**src/rtl/axis_uart_tx_if.sv**
```systemverilog
// Ready/valid byte channel feeding the UART transmitter.
interface axis_uart_tx_if;
    logic [7:0] idata;
    logic       ivalid;
    logic       iready;

    modport master (output idata, output ivalid, input iready);
    modport slave  (input idata, input ivalid, output iready);
endinterface

```
**src/rtl/axis_uart_tx.sv**
```systemverilog
// 8N1 UART transmitter draining a ready/valid byte stream, LSB first,
// with back-to-back frames and fully registered iready/txd/busy.
module axis_uart_tx #(
    parameter int CLOCK_DIV = 104
) (
    input  logic           clock,
    input  logic           reset,
    axis_uart_tx_if.slave  s_axis,
    output logic           txd,
    output logic           busy
);
    localparam int CW = (CLOCK_DIV > 2) ? $clog2(CLOCK_DIV) : 1;
    localparam logic [CW-1:0] CNT_MAX = CW'(CLOCK_DIV - 1);
    localparam logic [CW-1:0] CNT_ONE = CW'(1);

    typedef enum logic [1:0] {IDLE, SHIFT, LAST} state_e;

    state_e        state_q, state_d;
    logic [CW-1:0] cnt_q, cnt_d;
    logic [3:0]    idx_q, idx_d;
    logic [8:0]    shreg_q, shreg_d;
    logic          txd_q, txd_d;
    logic          busy_q, busy_d;
    logic          iready_q, iready_d;
    logic          accept;

    assign accept        = s_axis.ivalid && iready_q;
    assign s_axis.iready = iready_q;
    assign txd           = txd_q;
    assign busy          = busy_q;

    always_comb begin
        state_d  = state_q;
        cnt_d    = cnt_q;
        idx_d    = idx_q;
        shreg_d  = shreg_q;
        txd_d    = txd_q;
        busy_d   = busy_q;
        iready_d = iready_q;
        case (state_q)
            IDLE, LAST: begin
                if (accept) begin
                    // Start bit sits in bit 0; shifting right fills with stop level.
                    shreg_d  = {s_axis.idata, 1'b0};
                    idx_d    = 4'd0;
                    cnt_d    = CNT_MAX;
                    state_d  = SHIFT;
                    txd_d    = 1'b0;
                    busy_d   = 1'b1;
                    iready_d = 1'b0;
                end else begin
                    state_d  = IDLE;
                    cnt_d    = '0;
                    txd_d    = 1'b1;
                    busy_d   = 1'b0;
                    iready_d = 1'b1;
                end
            end
            SHIFT: begin
                if (cnt_q == '0) begin
                    shreg_d = {1'b1, shreg_q[8:1]};
                    idx_d   = idx_q + 4'd1;
                    cnt_d   = CNT_MAX;
                    txd_d   = shreg_q[1];
                end else begin
                    cnt_d = cnt_q - CNT_ONE;
                end
                // Open the handshake one cycle early so the next start bit abuts the stop bit.
                if (idx_q == 4'd9 && cnt_q == CNT_ONE) begin
                    state_d  = LAST;
                    iready_d = 1'b1;
                end
            end
            default: begin
                state_d  = IDLE;
                cnt_d    = '0;
                txd_d    = 1'b1;
                busy_d   = 1'b0;
                iready_d = 1'b1;
            end
        endcase
    end

    always_ff @(posedge clock or posedge reset) begin
        if (reset) begin
            state_q  <= IDLE;
            cnt_q    <= '0;
            idx_q    <= 4'd0;
            txd_q    <= 1'b1;
            busy_q   <= 1'b0;
            iready_q <= 1'b1;
        end else begin
            state_q  <= state_d;
            cnt_q    <= cnt_d;
            idx_q    <= idx_d;
            txd_q    <= txd_d;
            busy_q   <= busy_d;
            iready_q <= iready_d;
        end
    end

    // Data path only; no reset needed since txd is driven from its own register.
    always_ff @(posedge clock) begin
        shreg_q <= shreg_d;
    end
endmodule

```
**src/flat_wrapper.sv**
```systemverilog
// flat-port wrapper written by rule: the top's interface ports become plain ports
module axis_uart_tx_flat 
#(
    parameter int CLOCK_DIV = 104
)
  (clock, reset, txd, busy, s_axis_idata, s_axis_ivalid, s_axis_iready);
  axis_uart_tx_if s_axis_i ();
  input  logic clock;
  input  logic reset;
  output logic txd;
  output logic busy;
  input wire logic [$bits(s_axis_i.idata)-1:0] s_axis_idata;
  input wire logic [$bits(s_axis_i.ivalid)-1:0] s_axis_ivalid;
  output wire logic [$bits(s_axis_i.iready)-1:0] s_axis_iready;
  assign s_axis_i.idata = s_axis_idata;
  assign s_axis_i.ivalid = s_axis_ivalid;
  assign s_axis_iready = s_axis_i.iready;
  axis_uart_tx #(.CLOCK_DIV(CLOCK_DIV)) u_core (.clock(clock), .reset(reset), .s_axis(s_axis_i), .txd(txd), .busy(busy));
endmodule
```
**config.mk**
```make
export PLATFORM = sky130hd
export DESIGN_NAME = axis_uart_tx_flat
export DESIGN_NICKNAME = d
export VERILOG_FILES = /design/src/rtl/axis_uart_tx_if.sv /design/src/rtl/axis_uart_tx.sv /design/src/flat_wrapper.sv
export SDC_FILE = /design/constraint.sdc
export NUM_CORES = 1
export LEC_CHECK = 0
export ABC_AREA = 1
export CAP_MARGIN = 10
export CORE_MARGIN = 1
export CORE_UTILIZATION = 30
export CTS_CLUSTER_SIZE = 40
export DETAILED_ROUTE_END_ITERATION = 10
export DONT_BUFFER_PORTS = 1
export MAX_ROUTING_LAYER = met4
export PLACE_DENSITY = 0.46
export SLEW_MARGIN = 20
export SYNTH_ARGS = -nofsm -noshare
export SYNTH_HDL_FRONTEND = slang
export SYNTH_SLANG_ARGS = --single-unit
```
**constraint.sdc**
```tcl
create_clock -name clock -period 2.44 [get_ports clock]
set_input_delay 0.732 -clock clock [delete_from_list [all_inputs] [get_ports clock]]
set_output_delay 0.732 -clock clock [all_outputs]
set_load 0.01 [all_outputs]
```
After elaboration in Yosys (flattened, before gate mapping). Cells that the tools add are included.

Add/sub/neg operators: 2. $mul: 0. Div/mod/pow operators: 0. Magnitude comparators: 0. Equality and inequality tests: 7. Shifts and indexed selects: 0. Mux-type cells: 19. Bitwise operators: 0. Reduce and logical (&&, ||, !) cells: 7.

Operators by type and width (number): two-way mux 9 bit (2); case mux 9 bit (2 select lines) (1); two-way mux 7 bit (2); case mux 7 bit (2 select lines) (1); two-way mux 4 bit (2); case mux 4 bit (2 select lines) (1); == test 7 x 1 -> 1 bit, second input constant (1); logical NOT 7 bit (1); subtractor 7 x 1 -> 7 bit, second input constant (1); != test 2 x 1 -> 1 bit, second input constant (3); case mux 1 bit (2 select lines) (3); two-way mux 1 bit (5); adder 4 x 1 -> 4 bit, second input constant (1); == test 4 bit, second input constant (1); case mux 2 bit (2 select lines) (1); AND reduction 3 bit (1); == test 2 x 1 -> 1 bit, second input constant (1); == test 2 bit, second input constant (1); logical AND 1 bit (2); logical NOT 2 bit (1); two-way mux 2 bit (1); nonzero test 2 bit (1); OR reduction 2 bit (1).

Bits in registers: 25. Latch bits: 0. Memory bits (writable): 0. Memory bits (read-only): 0. Bits of input ports: 11. Output and inout port bits: 3. Logic and storage cells: 42. Memories kept: 0.

Logic depth before layout (Yosys ltp).
Depth after elaboration: 4. Gate-level depth with buffers: 9. Mapped depth without buffers: 9.

Least setup slack after synthesis. OpenSTA, ideal clock, no wires.

Path type: input to register. From: in s_axis_ivalid. To: reg u_core.shreg_q[1] (enable). Library setup time: 306 ps. Arrival: 1202 ps. Required time: 2134 ps. Slack: 933 ps. Stages: 4. Path buffers: 0. Cell sequence: nand3_2 nand2_2 nand2_4 inv_2.

Longest elaborated chain between the ends: 3.

Ends and longest elaborated chain: start: declaration (line flat_wrapper.sv:13) `input wire logic [$bits(s_axis_i.ivalid)-1:0] s_axis_ivalid;`; logical AND 1 bit (line axis_uart_tx.sv:27) `assign accept = s_axis.ivalid && iready_q;`; != test 2 x 1 -> 1 bit (no source line); AND reduction 3 bit (no source line); end signal: assignment (line axis_uart_tx.sv:104) `shreg_q <= shreg_d;`; end: declaration (line axis_uart_tx.sv:21) `logic [8:0] shreg_q, shreg_d;`.

Every way passes these cells. A chain may end at the register's enable or synchronous reset.

Worst setup path after layout.
From: reg u_core.cnt_q[0]. To: reg u_core.shreg_q[8] (enable).

Longest elaborated chain between the ends: 3.

Ends and longest elaborated chain: start: declaration (line axis_uart_tx.sv:19) `logic [CW-1:0] cnt_q, cnt_d;`; start signal: assignment (line axis_uart_tx.sv:94) `cnt_q <= cnt_d;`; logical NOT 7 bit (line axis_uart_tx.sv:60) `if (cnt_q == '0) begin`; != test 2 x 1 -> 1 bit (no source line); AND reduction 3 bit (no source line).

Every way passes these cells.

==> results.cfg <==
[status]
status = completed

[layout]
fin_area_um2 = 1340
n_antenna_cell = 0
layout_common_cells = 50 x nand2_1, 15 x nor2_1, 14 x dfrtp_1
fill_cells = 428
final_common_cell = nand2_1
drive_gt1_share_pct = 15.9
finalNetCount = 162
syn2layout_area_growth_pct = 7.34

[drt]
ant_nets = 0
firstDrtPassIters = 4
dr.first_iter.drc_count = 23
num_vias = 882
wirelength_um = 2290
drcViolationCount = 0
wl_per_cell_um = 11.7
wl_met2_um = 1090
top_layer = met4
wl_met1_um = 1080
wl_met3_um = 94
avgViaCountPerCell = 4.52

[sta]
fmax_mhz = 609
max_slew_margin_pct = 56.7
rsz0062_at_grt = no
fin_crit_ps = 1640
tns_ps = 0
post-route-period-util_pct = 67.3
fin_ws_ps = 797
hold_viol = 0
setup_viol = 0
worst_slew_pin_slew_ps = 649
slew_viol_final = 0
finalClockSkew_ps = 4.60

[pwr]
p_sw_share_pct = 20.4
switching_power_uw = 135
pwr-share-seq_pct = 62.5
clkPwrFrac_pct = 36.7
combPwrFrac_pct = 0.8
irDropWorstVdd_mv = 0.297
power_density_nw_per_um2 = 496
leakage_uw = 0.000668
p_int_uw = 527

[logic_synthesis]
syn-instance-count = 143
netlist_area_um2 = 1240
ys_warn_count = 0
postSynthAreaPerCell_um2 = 8.70
yosysTopAreaCell = dfrtp_1
yosys-top-cells-area = dfrtp_1 28%, edfxtp_1 19%, nand2_1 15%, ha_1 5.0%, nor2_1 4.5%
synth.distinct_cells = 24
ys_seq_area_share_pct = 51.7
synth_seq_cells = 24
synth_top_area_share_pct = 28.2
syn_nets = 159

[die]
fp.coreArea_um2 = 4000
start_util_pct = 31.1
io_pins = 14
die_width_um = 66.4
fp-row-count = 23
die_h_um = 66.4
die_area_um2 = 4410

[cts]
cts_setup_buffers = 0
hold_buffers = 0
clock_latency_ps = 270
cts_max_level = 1
cts_buffers = 3
clockBufferDepth = 2
ctsResizeCount = 0
root_buffer = clkbuf_8
cts.sinks = 24
clk_pin_slew_ps = 90
cts_tree = built

[worst_setup_path]
start_kind = flip-flop
crit_slowest_cell = dfrtp_1
reg2reg_from = u_core.cnt_q[0]$_DFF_PP0_
path_cells = inv_1 -> ha_1 -> inv_1 -> nor2_2 -> nand2_4 -> nand2_4 -> nand2_4 -> inv_2
cp-startpoint = u_core.cnt_q[0]$_DFF_PP0_
critPathCaptureType = flip-flop
reg2reg_slack_ps = 800
worstPathMaxFanout = 8
reg2reg_to = u_core.shreg_q[8]$_SDFFCE_PP1P_
slowest_delay_ps = 410
crit_end = u_core.shreg_q[8]$_SDFFCE_PP1P_
crit_arrival_ps = 1620
crit_type = flip-flop to flip-flop
crit_required_ps = 2410
cp_common_cell = nand2_4
rr_worst_depth = 8

[global_routing]
grt_antenna_before_repair = 0
grt_overflow = 0
grt_pass1_vias = 895
grt_max_degree = 17
gr-usage-all-layers_pct = 12.5
grt_pass1_wl_um = 3970

[placement]
place_ws_ps = 786
port_buffers = 0
place_area_um2 = 1290
hpwl_um = 1710
gp_congestion = 0.778

[run]
drv_cap = 0

[hold_path]
min_path_type = primary input to async pin
cells in the mapped netlist:
| library cell | n |
|---|---|
| nor2_8 | 1 |
| dfrtp_1 | 14 |
| nand3_2 | 1 |
| inv_1 | 10 |
| a21oi_1 | 1 |
| buf_2 | 1 |
| a31oi_1 | 1 |
| dfstp_2 | 2 |
| or2_2 | 1 |
| nand4_1 | 3 |
| o21ai_1 | 1 |
| nand2_2 | 1 |
| nand3_1 | 8 |
| xnor2_1 | 1 |
| nand2_4 | 3 |
| nor2_2 | 3 |
| edfxtp_1 | 8 |
| nand2_1 | 50 |
| nor2_1 | 15 |
| xor2_1 | 3 |
| ha_1 | 5 |
| inv_2 | 8 |
| buf_6 | 1 |
| o21ai_0 | 1 |
flip-flops by register name, summed over array words and instances, names as in the netlist:
register and count:
u_core.shreg_q 8, u_core.cnt_q 7, u_core.idx_q 4, u_core.state_q 2, u_core.busy 1, u_core.s_axis.iready 1, u_core.txd 1
power by group through the flow:
stage / Combinational (µW) / Sequential (µW) / Clock (µW)
after global routing: 6.66 / 414 / 268
after CTS: 6.07 / 414 / 253
after detailed placement: 6.05 / 422 / 0
after global placement: 5.64 / 422 / 0
final: 5.43 / 414 / 243
after floorplan: 3.98 / 422 / 0
per-stage QoR:
stage | util (%) | total power [µW] | hold slack [ps] | instances
after floorplan | - | 426 | 448 | 143
after global placement | 32.2 | 428 | 470 | 191
after detailed placement | 32.2 | 428 | 482 | 191
after CTS | 33.4 | 672 | 456 | 195
after global routing | 33.4 | 689 | 477 | 195
final | 33.4 | 662 | 427 | 195
cell type report:
| class | count | area, µm² | share of cell area, % |
|---|---|---|---|
| Sequential cell | 24 | 643 | 48.2 |
| Clock inverter | 1 | 3.75 | 0.281 |
| Inverter | 18 | 67.6 | 5.06 |
| Tap cell | 50 | 62.6 | 4.69 |
| Multi-Input combinational cell | 99 | 517 | 38.7 |
| Clock buffer | 3 | 41.3 | 3.09 |
worst min-delay path by stage:
| stage | from | end | slack [ps] | cells after the start |
|---|---|---|---|---|
| CTS | reset | u_core.cnt_q[5]$_DFF_PP0_ | 460 | 1 |
| global placement | u_core.cnt_q[0]$_DFF_PP0_ | u_core.cnt_q[0]$_DFF_PP0_ | 470 | 1 |
| floorplan | u_core.cnt_q[0]$_DFF_PP0_ | u_core.cnt_q[0]$_DFF_PP0_ | 450 | 1 |
| detailed placement | u_core.shreg_q[1]$_DFFE_PP_ | u_core.txd$_DFFE_PP1P_ | 480 | 2 |
| global route | reset | u_core.cnt_q[5]$_DFF_PP0_ | 480 | 1 |
| finish | reset | u_core.cnt_q[5]$_DFF_PP0_ | 430 | 1 |
worst max-delay path: cells and delay by family, from the launching register on:
kind | cells | cell delay [ps]
fa+ha+maj | 1 | 190
buf+inv | 3 | 350
simple gates | 4 | 390
flops | 1 | 410
metal layers:
metal | global-route usage (%) | up-vias
met4 | 3.19 | 0
met5 | - | -
li1 | - | 446
met3 | 3.62 | 4
met1 | 15.0 | 416
met2 | 20.4 | 16
logic make-up after synthesis:
kind of cell	count (synthesis)	synth area share, %
xor+xnor	4	2.82
simple gates	86	32.0
compound gates	4	1.71
flops	24	51.7
fa+ha+maj	5	5.03
buf+inv	20	6.74
Power figures use the tool's default switching activity.
